[config.mk]
export PLATFORM = sky130hd
export DESIGN_NAME = dmem_bridge_flat
export DESIGN_NICKNAME = d
export VERILOG_FILES = /design/src/rtl/dmem_bridge_if.sv /design/src/rtl/dmem_bridge.sv /design/src/flat_wrapper.sv
export SDC_FILE = /design/constraint.sdc
export NUM_CORES = 1
export LEC_CHECK = 0
export CAP_MARGIN = 0
export CORE_ASPECT_RATIO = 2
export CORE_MARGIN = 2
export CORE_UTILIZATION = 43
export CTS_BUF_LIST = sky130_fd_sc_hd__clkbuf_8
export CTS_CLUSTER_DIAMETER = 40
export DETAILED_ROUTE_END_ITERATION = 8
export PLACE_DENSITY = 0.84
export SKIP_LAST_GASP = 1
export SYNTH_ARGS = -nofsm -noshare
export SYNTH_HDL_FRONTEND = slang
export SYNTH_SLANG_ARGS = --single-unit
[constraint.sdc]
create_clock -name clk -period 2.7 [get_ports clk]
set_clock_uncertainty 0.2 [all_clocks]
set_input_delay 0.27 -clock clk [delete_from_list [all_inputs] [get_ports clk]]
set_output_delay 0.27 -clock clk [all_outputs]
set_load 0.005 [all_outputs]
[src/rtl/dmem_bridge_if.sv]
`default_nettype none
// ============================================================================
//  Module      : dmem_bridge_if
//  Description : Signal bundle between the MEM pipeline stage, the data-memory
//                bridge and the split-handshake data bus.
//                  slave  - the bridge itself
//                  master - the environment (pipeline + memory) around it
//  Signals     : mem_*        pipeline request / result
//                flush        MEM-stage instruction cancelled
//                pipe_hold    EX/MEM register held by another stall source
//                mem_stall_o  memory stage busy
//                data_ok_o    transaction completion pulse
//                data_*       bus request (req/wr/size/addr/wdata) and
//                             response (addr_ok/data_ok/rdata)
//  Revision    : 1.0 - initial release
// ============================================================================
interface dmem_bridge_if;
   // pipeline side
   logic        mem_en;
   logic        mem_wr;
   logic [1:0]  mem_size;
   logic        mem_sign;
   logic [31:0] mem_addr;
   logic [31:0] mem_wdata;
   logic        flush;
   logic        pipe_hold;
   logic [31:0] mem_rdata;
   logic        mem_stall_o;
   logic        data_ok_o;
   // bus side
   logic        data_req;
   logic        data_wr;
   logic [1:0]  data_size;
   logic [31:0] data_addr;
   logic [31:0] data_wdata;
   logic        data_addr_ok;
   logic        data_data_ok;
   logic [31:0] data_rdata;

   modport slave (
      input  mem_en, mem_wr, mem_size, mem_sign, mem_addr, mem_wdata,
      input  flush, pipe_hold,
      output mem_rdata, mem_stall_o, data_ok_o,
      output data_req, data_wr, data_size, data_addr, data_wdata,
      input  data_addr_ok, data_data_ok, data_rdata
   );

   modport master (
      output mem_en, mem_wr, mem_size, mem_sign, mem_addr, mem_wdata,
      output flush, pipe_hold,
      input  mem_rdata, mem_stall_o, data_ok_o,
      input  data_req, data_wr, data_size, data_addr, data_wdata,
      output data_addr_ok, data_data_ok, data_rdata
   );
endinterface
`default_nettype wire

[src/rtl/dmem_bridge.sv]
`default_nettype none
// ============================================================================
//  Module      : dmem_bridge
//  Description : Bridges the MEM pipeline stage to a split address/data
//                handshake bus. One outstanding transaction at most.
//                IDLE -> REQ (data_req until addr_ok) -> WAIT (until data_ok)
//                -> DONE (only while pipe_hold keeps the result alive).
//                A flush while the bus is busy cancels the instruction but
//                lets the bus transaction run to completion.
//  Ports       : clk  - clock, rising edge
//                rst  - synchronous active-high reset
//                bus  - dmem_bridge_if.slave (pipeline + data bus signals)
//  Revision    : 1.0 - initial release
// ============================================================================
module dmem_bridge (
   input  wire logic    clk,
   input  wire logic    rst,
   dmem_bridge_if.slave bus
);

   typedef enum logic [1:0] {
      S_IDLE = 2'd0,
      S_REQ  = 2'd1,
      S_WAIT = 2'd2,
      S_DONE = 2'd3
   } state_t;

   state_t      state_q, state_d;
   logic        wr_q, wr_d;
   logic [1:0]  size_q, size_d;
   logic        sign_q, sign_d;
   logic [31:0] addr_q, addr_d;
   logic [31:0] wdata_q, wdata_d;
   logic [31:0] res_q, res_d;
   logic        cancel_q, cancel_d;

   logic        w_busy;      // REQ or WAIT: a bus transaction is in flight
   logic        w_cancel;    // instruction cancelled, effective this cycle
   logic        w_complete;  // bus returns data this cycle
   logic [7:0]  w_byte;
   logic [15:0] w_half;
   logic [31:0] w_ext;

   // ------------------------------------------------------------------------
   // Load-result extraction from the raw bus word, using the latched fields
   // ------------------------------------------------------------------------
   always_comb begin
      w_byte = bus.data_rdata[7:0];
      case (addr_q[1:0])
         2'd0:    w_byte = bus.data_rdata[7:0];
         2'd1:    w_byte = bus.data_rdata[15:8];
         2'd2:    w_byte = bus.data_rdata[23:16];
         default: w_byte = bus.data_rdata[31:24];
      endcase
      w_half = addr_q[1] ? bus.data_rdata[31:16] : bus.data_rdata[15:0];
      case (size_q)
         2'd0:    w_ext = {{24{sign_q & w_byte[7]}}, w_byte};
         2'd1:    w_ext = {{16{sign_q & w_half[15]}}, w_half};
         default: w_ext = bus.data_rdata;
      endcase
   end

   // ------------------------------------------------------------------------
   // Next-state logic
   // ------------------------------------------------------------------------
   always_comb begin
      state_d = state_q;
      wr_d    = wr_q;
      size_d  = size_q;
      sign_d  = sign_q;
      addr_d  = addr_q;
      wdata_d = wdata_q;
      res_d   = res_q;

      w_busy     = (state_q == S_REQ) || (state_q == S_WAIT);
      // A flush during the flight cancels from that very cycle onwards.
      w_cancel   = cancel_q | (bus.flush & w_busy);
      w_complete = (state_q == S_WAIT) & bus.data_data_ok;

      case (state_q)
         S_IDLE: begin
            if (bus.mem_en && !bus.flush) begin
               wr_d    = bus.mem_wr;
               size_d  = bus.mem_size;
               sign_d  = bus.mem_sign;
               addr_d  = bus.mem_addr;
               wdata_d = bus.mem_wdata;
               state_d = S_REQ;
            end
         end
         S_REQ: begin
            if (bus.data_addr_ok) begin
               state_d = S_WAIT;
            end
         end
         S_WAIT: begin
            if (bus.data_data_ok) begin
               // A cancelled result is dropped; otherwise it is parked in
               // DONE only while the pipeline cannot consume it yet.
               if (!w_cancel && bus.pipe_hold) begin
                  res_d   = w_ext;
                  state_d = S_DONE;
               end else begin
                  state_d = S_IDLE;
               end
            end
         end
         default: begin // S_DONE
            if (!bus.pipe_hold || bus.flush) begin
               state_d = S_IDLE;
            end
         end
      endcase

      // Cancel lives only as long as the transaction it belongs to.
      cancel_d = w_cancel & ((state_d == S_REQ) || (state_d == S_WAIT));
   end

   // ------------------------------------------------------------------------
   // State registers
   // ------------------------------------------------------------------------
   always_ff @(posedge clk) begin
      if (rst) begin
         state_q  <= S_IDLE;
         wr_q     <= 1'b0;
         size_q   <= 2'd0;
         sign_q   <= 1'b0;
         addr_q   <= 32'd0;
         wdata_q  <= 32'd0;
         res_q    <= 32'd0;
         cancel_q <= 1'b0;
      end else begin
         state_q  <= state_d;
         wr_q     <= wr_d;
         size_q   <= size_d;
         sign_q   <= sign_d;
         addr_q   <= addr_d;
         wdata_q  <= wdata_d;
         res_q    <= res_d;
         cancel_q <= cancel_d;
      end
   end

   // ------------------------------------------------------------------------
   // Outputs
   // ------------------------------------------------------------------------
   logic w_data_ok;
   assign w_data_ok = w_complete & ~w_cancel;

   assign bus.data_ok_o   = w_data_ok;
   assign bus.mem_stall_o = ~w_cancel &
                            (((state_q == S_IDLE) & bus.mem_en & ~bus.flush) |
                             (state_q == S_REQ) |
                             ((state_q == S_WAIT) & ~bus.data_data_ok));
   assign bus.mem_rdata   = w_data_ok            ? w_ext :
                            (state_q == S_DONE)  ? res_q : 32'd0;

   assign bus.data_req    = (state_q == S_REQ);
   assign bus.data_wr     = wr_q;
   assign bus.data_size   = size_q;
   assign bus.data_addr   = addr_q;
   assign bus.data_wdata  = wdata_q;

endmodule
`default_nettype wire

[src/flat_wrapper.sv]
// flat-port wrapper written by rule: the top's interface ports become plain ports
module dmem_bridge_flat 
  (clk, rst, bus_mem_en, bus_mem_wr, bus_mem_size, bus_mem_sign, bus_mem_addr, bus_mem_wdata, bus_flush, bus_pipe_hold, bus_mem_rdata, bus_mem_stall_o, bus_data_ok_o, bus_data_req, bus_data_wr, bus_data_size, bus_data_addr, bus_data_wdata, bus_data_addr_ok, bus_data_data_ok, bus_data_rdata);
  dmem_bridge_if bus_i ();
  input  wire logic clk;
  input  wire logic rst;
  input wire logic [$bits(bus_i.mem_en)-1:0] bus_mem_en;
  input wire logic [$bits(bus_i.mem_wr)-1:0] bus_mem_wr;
  input wire logic [$bits(bus_i.mem_size)-1:0] bus_mem_size;
  input wire logic [$bits(bus_i.mem_sign)-1:0] bus_mem_sign;
  input wire logic [$bits(bus_i.mem_addr)-1:0] bus_mem_addr;
  input wire logic [$bits(bus_i.mem_wdata)-1:0] bus_mem_wdata;
  input wire logic [$bits(bus_i.flush)-1:0] bus_flush;
  input wire logic [$bits(bus_i.pipe_hold)-1:0] bus_pipe_hold;
  output wire logic [$bits(bus_i.mem_rdata)-1:0] bus_mem_rdata;
  output wire logic [$bits(bus_i.mem_stall_o)-1:0] bus_mem_stall_o;
  output wire logic [$bits(bus_i.data_ok_o)-1:0] bus_data_ok_o;
  output wire logic [$bits(bus_i.data_req)-1:0] bus_data_req;
  output wire logic [$bits(bus_i.data_wr)-1:0] bus_data_wr;
  output wire logic [$bits(bus_i.data_size)-1:0] bus_data_size;
  output wire logic [$bits(bus_i.data_addr)-1:0] bus_data_addr;
  output wire logic [$bits(bus_i.data_wdata)-1:0] bus_data_wdata;
  input wire logic [$bits(bus_i.data_addr_ok)-1:0] bus_data_addr_ok;
  input wire logic [$bits(bus_i.data_data_ok)-1:0] bus_data_data_ok;
  input wire logic [$bits(bus_i.data_rdata)-1:0] bus_data_rdata;
  assign bus_i.mem_en = bus_mem_en;
  assign bus_i.mem_wr = bus_mem_wr;
  assign bus_i.mem_size = bus_mem_size;
  assign bus_i.mem_sign = bus_mem_sign;
  assign bus_i.mem_addr = bus_mem_addr;
  assign bus_i.mem_wdata = bus_mem_wdata;
  assign bus_i.flush = bus_flush;
  assign bus_i.pipe_hold = bus_pipe_hold;
  assign bus_mem_rdata = bus_i.mem_rdata;
  assign bus_mem_stall_o = bus_i.mem_stall_o;
  assign bus_data_ok_o = bus_i.data_ok_o;
  assign bus_data_req = bus_i.data_req;
  assign bus_data_wr = bus_i.data_wr;
  assign bus_data_size = bus_i.data_size;
  assign bus_data_addr = bus_i.data_addr;
  assign bus_data_wdata = bus_i.data_wdata;
  assign bus_i.data_addr_ok = bus_data_addr_ok;
  assign bus_i.data_data_ok = bus_data_data_ok;
  assign bus_i.data_rdata = bus_data_rdata;
  dmem_bridge u_core (.clk(clk), .rst(rst), .bus(bus_i));
endmodule
== After elaboration in Yosys (flattened, before gate mapping) ==
Index checks and enable logic that the tools add are counted.

* $add $sub $neg: 0
* Multipliers: 0
* Divide/modulo/power cells: 0
* $lt $le $gt $ge: 0
* Equality and inequality tests: 8
* Shifts and indexed selects: 0
* Multiplexer cells: 11
* Bitwise operators: 16
* Reduce and logical (&&, ||, !) cells: 13

{| class="wikitable"
|+ Operators by type and width
! cell !! count
|-
| $mux W32 || 2
|-
| $pmux W32 S2 || 1
|-
| $pmux W8 S3 || 1
|-
| $mux W16 || 1
|-
| $and A1 B1 Y1 || 10
|-
| $mux W2 || 5
|-
| $eq A2 B1 Y1 const B || 4
|-
| $eq A2 B2 Y1 const B || 4
|-
| $logic_not A2 Y1 || 3
|-
| $pmux W2 S3 || 1
|-
| $logic_not A1 Y1 || 3
|-
| $logic_or A1 B1 Y1 || 3
|-
| $not A1 Y1 || 3
|-
| $or A1 B1 Y1 || 3
|-
| $reduce_and A3 Y1 || 1
|-
| $logic_and A1 B1 Y1 || 2
|-
| $reduce_and A2 Y1 || 1
|}

* Flip-flop bits (word level): 103
* Bits in latches: 0
* RAM bits: 0
* Bits in read-only memories: 0
* Input bits: 107
* Output and inout bits: 102
* Word-level logic and storage cells: 56
* Memories: 0

== Depth between registers and ports, before layout ==
* Word-level depth: 12
* Mapped depth: 8
* Gate-level depth less buffers: 7

== Least setup slack after synthesis ==
No wires, ideal clock.

* Path kind: flip-flop to output port
* Start point: register u_core.state_q[0]
* End point: output port bus_mem_rdata[1]
* Data arrival time: 1693 ps
* Data required time: 2230 ps
* Setup slack: 537 ps
* Cell stages (with the launch flop): 8
* Cells stage by stage: dfxtp_1 > inv_1 > ha_1 > a21oi_2 > nand2_1 > clkbuf_1 > clkbuf_1 > o21ai_0

* Cells in the longest elaborated chain, start to end: 7
* Elaborated cells on any way between the ends: 11

{| class="wikitable"
|+ RTL lines
! what !! line !! RTL
|-
| start: declaration || dmem_bridge.sv:28 || <nowiki>state_t state_q, state_d;</nowiki>
|-
| start signal: assignment || dmem_bridge.sv:133 || <nowiki>state_q <= state_d;</nowiki>
|-
| $eq A2 B1 Y1 / $eq A2 B2 Y1 (equally long branches) || dmem_bridge.sv:75, dmem_bridge.sv:78 ||
|-
| $logic_or A1 B1 Y1 || dmem_bridge.sv:75 || <nowiki>w_busy = (state_q == S_REQ) || (state_q == S_WAIT);</nowiki>
|-
| $and A1 B1 Y1 || dmem_bridge.sv:77 || <nowiki>w_cancel = cancel_q | (bus.flush & w_busy);</nowiki>
|-
| $or A1 B1 Y1 || dmem_bridge.sv:77 ||
|-
| $not A1 Y1 || dmem_bridge.sv:148 || <nowiki>assign w_data_ok = w_complete & ~w_cancel;</nowiki>
|-
| $and A1 B1 Y1 || dmem_bridge.sv:148 ||
|-
| $mux W32 (*) || dmem_bridge.sv:155 || <nowiki>assign bus.mem_rdata = w_data_ok ? w_ext :</nowiki>
|-
| end: declaration || flat_wrapper.sv:15 || <nowiki>output wire logic [$bits(bus_i.mem_rdata)-1:0] bus_mem_rdata;</nowiki>
|}

Mark *: on every way between the ends. The rest lies on a longest branch, timed or not.

== Worst setup path after layout ==
* Start point: register u_core.addr_q[1], in the netlist u_core.bus.data_addr[1]
* End point: output port bus_mem_rdata[27]

* Cells in the longest elaborated chain, start to end: 5
* Elaborated cells on any way between the ends: 9

{| class="wikitable"
|+ RTL lines
! what !! line !! RTL
|-
| start: declaration || dmem_bridge.sv:32 || <nowiki>logic [31:0] addr_q, addr_d;</nowiki>
|-
| start signal: assignment || dmem_bridge.sv:137 || <nowiki>addr_q <= addr_d;</nowiki>
|-
| $eq A2 B2 Y1 (tied with other cells) || dmem_bridge.sv:49 || <nowiki>case (addr_q[1:0])</nowiki>
|-
| $pmux W8 S3 || dmem_bridge.sv:49 ||
|-
| $and A1 B1 Y1 || dmem_bridge.sv:57 || <nowiki>2'd0: w_ext = {{24{sign_q & w_byte[7]}}, w_byte};</nowiki>
|-
| $pmux W32 S2 (*) || dmem_bridge.sv:56 || <nowiki>case (size_q)</nowiki>
|-
| $mux W32 (*) || dmem_bridge.sv:155 ||
|}

Marks and branches as above.

==> qor.csv <==
metric,value,unit
place.detailed.hpwl,11.8,mm
die_y,150,um
final_design_area_no_fill,0.00742,mm^2
drc,0,
num-nets-final,916,
place_congestion,0.886,
min_period_over_period,99.6,%
post_synth_most_frequent_cells,"nand2_1 (168), a21oi_1 (112), dfxtp_1 (103)",
synth.most_common_cell,nand2_1,
fraction_of_layout_instances_using_a_drive_strength_above_1,13.3,%
slew_headroom,53.1,%
number_of_global_route_vias_before_repair,5216,
numPlacedInstances,919,
synthFlopType,dfxtp_1,
flow.area_growth_from_synthesis,61.2,%
cpLargestDelayFamily,buffers and inverters,
synthDominantCellAreaShare,44.8,%
hold_buffers,0,
start_util,44.0,%
static-leakage-power,2.92,nW
die_area,0.0116,mm^2
peakVddDrop,0.492,mV
synth.yosys.seq_area_share,44.8,%
placeableCoreArea,0.0105,mm^2
netlist_top_cells_area,"dfxtp_1 (45%), nand2_1 (14%), a21oi_1 (12%)",
timing.critical_path.arrival,2220,ps
syn_nets,708,
grt_setup_unrepaired,true,
tightestPinTransition,703,ps
synth_warnings,0,
power-per-cell-area,453,mW/mm^2
drv_slew,0,
min-delay-path-class,input port to register,
outcome,"finished, final reports clean",
route.detailed.vias_per_inst,5.54,
setup.worst_path.end_class,output pin,
achievable-frequency,372,MHz
cp.required,2230,ps
totalNegativeSetupSlack,0,ps
clock_tree.buffer_depth,2,
drt_pass1_iterations,5,
critical-path-slowest-cell,mux4_2,
cts-root-buf,clkbuf_8,
cts_tree,done,
layoutNonFillerInstCount,946,
antenna_violations_before_repair,0,
place_ws,-182,ps
synth_async_sr_flop_share,0,%
start_kind,register,
top_ports,209,
crit_path_frequent_cell,buf_4,
critical_path_buf_inv_count,5,
placed_cell_area,0.00696,mm^2
crit_path_max_fanout,9,
grt_start_max_net_pins,69,
final_period_minus_worst_setup_slack,2690,ps
mappedNetlistArea,0.00461,mm^2
row_count,53,
timing.critical_path.from,u_core.bus.data_addr[1]$_SDFFE_PP0P_,
holdCritStartpoint,bus_mem_addr[8],
avgSynthCellArea,7.73,um^2
first_iter_violations,342,
numCtsBuffers,9,
io_buffer_count,208,
cts_num_sinks,103,
worst_r2r_startpoint,u_core.state_q[0]$_SDFF_PP0_,
finish.utilization,70.9,%
finalHoldViolCount,0,
routed_wl,16.7,mm
max_cap_violations,0,
detailroute.via_count,5243,
synth_enable_flop_cells,0,
overflow,0,
cpPeakStageDelay,510,ps
wl_per_cell,17.7,um
global_route.usage.total,27.0,%
syn-instance-count,596,
layout_setup_ws,10.8,ps
antenna-diode-count,0,
clk_pin_slew_worst_paths,100,ps
grt_first_pass_wirelength,25.0,mm
timing.setup.critical_path_class,register to output pin,
dieWidth,77.2,um
ys_types,40,
worst_skew_pair.late_latency,370,ps
yosys_register_bits,103,
setup_violations,0,
ctsHtreeMaxLevel,3,
crit_path_cell_trace,"mux4_2, nand2b_2, buf_4, a21oi_4, nor2_4, buf_12, buf_4, buf_4, a21oi_1, dlymetal6s2s_1",
synth_area_leader_cell,dfxtp_1,
antenna_violating_nets_post_route,0,
per-stage QoR:
stage	hold WS, ps	total power, mW
final	240	3.36
after global routing	229	3.51
after CTS	222	3.36
after detailed placement	246	2.36
after global placement	241	2.33
after floorplan	206	1.94
path summary, 6_finish.rpt:
kind,endpoint,slack [ps],cells after the start
worst max-delay path,bus_mem_rdata[27],10,10
worst min-delay path,u_core.bus.data_addr[8]$_SDFFE_PP0P_,240,3
worst max register to register,u_core.res_q[10]$_SDFFE_PP0P_,370,8
worst min register to register,u_core.bus.data_wdata[6]$_SDFFE_PP0P_,260,2
flip-flops by register name (all words and copies together) (netlist names):
signal                 cells
u_core.bus.data_size       2
u_core.state_q             2
u_core.bus.data_addr      32
u_core.res_q              32
u_core.bus.data_wr         1
u_core.bus.data_wdata     32
u_core.sign_q              1
u_core.cancel_q            1
kinds of logic (layout without fill, tap and decap cells):
group	after synthesis	in the layout	synth area share [%]
simple gates	232	232	20.6
compound gates	191	191	25.9
flops	103	103	44.8
buf+inv	56	269	4.89
mux	9	9	2.45
fa+ha+maj	5	5	1.36
power breakdown:
part	switching [mW]	internal [mW]
sequential	0.0378	1.59
clock	0.532	0.451
combinational	0.341	0.414
timing repair:
action	4_1_cts	5_1_grt
endpoints found under the setup margin	32	29
pin swaps	1	2
gates cloned	1	1
setup buffers	2	7
resized for setup	38	51
cells in the final DEF (no fill, tap or decap), drive strengths merged, types with 2 or more instances in the layout:
| master | netlist | final |
|---|---|---|
| a211oi | 24 | 24 |
| a21o | 2 | 2 |
| a21oi | 114 | 114 |
| a221oi | 7 | 7 |
| buf | 11 | 40 |
| clkbuf | 40 | 19 |
| clkdlybuf4s50 | 0 | 175 |
| clkinv | 0 | 2 |
| dfxtp | 103 | 103 |
| dlygate4sd2 | 0 | 6 |
| dlymetal6s2s | 0 | 17 |
| ha | 5 | 5 |
| inv | 5 | 7 |
| mux2 | 8 | 8 |
| nand2 | 168 | 168 |
| nand2b | 5 | 5 |
| nand3 | 20 | 20 |
| nor2 | 29 | 29 |
| nor2b | 5 | 5 |
| o21ai | 17 | 17 |
| o221ai | 7 | 7 |
| o22a | 7 | 7 |
| o22ai | 7 | 7 |
area by class of cell:
| class | count | area, um^2 |
|---|---|---|
| flip-flops and latches | 103 | 2070 |
| well taps | 137 | 171 |
| clock buffers | 10 | 138 |
| clock inverters | 6 | 62.6 |
| inverters | 5 | 21.3 |
| fillers | 831 | 3050 |
| repair buffers | 248 | 2510 |
| multi-input cells | 437 | 2460 |
metal layers:
layer | vias up | global-route usage, % | routed length, um
met1 | 2424 | 26.3 | 5650
met4 | 0 | 14.9 | 820
met2 | 273 | 51.2 | 9080
met3 | 66 | 6.53 | 1160
li1 | 2480 | - | -
met5 | - | 0 | 0
worst min-delay path, cell delays in order:
cell,delay [ps]
clkdlybuf4s50_1,400
nand2_1,60
a21oi_1,50
Note: power is estimated with default switching activity, not from simulation.
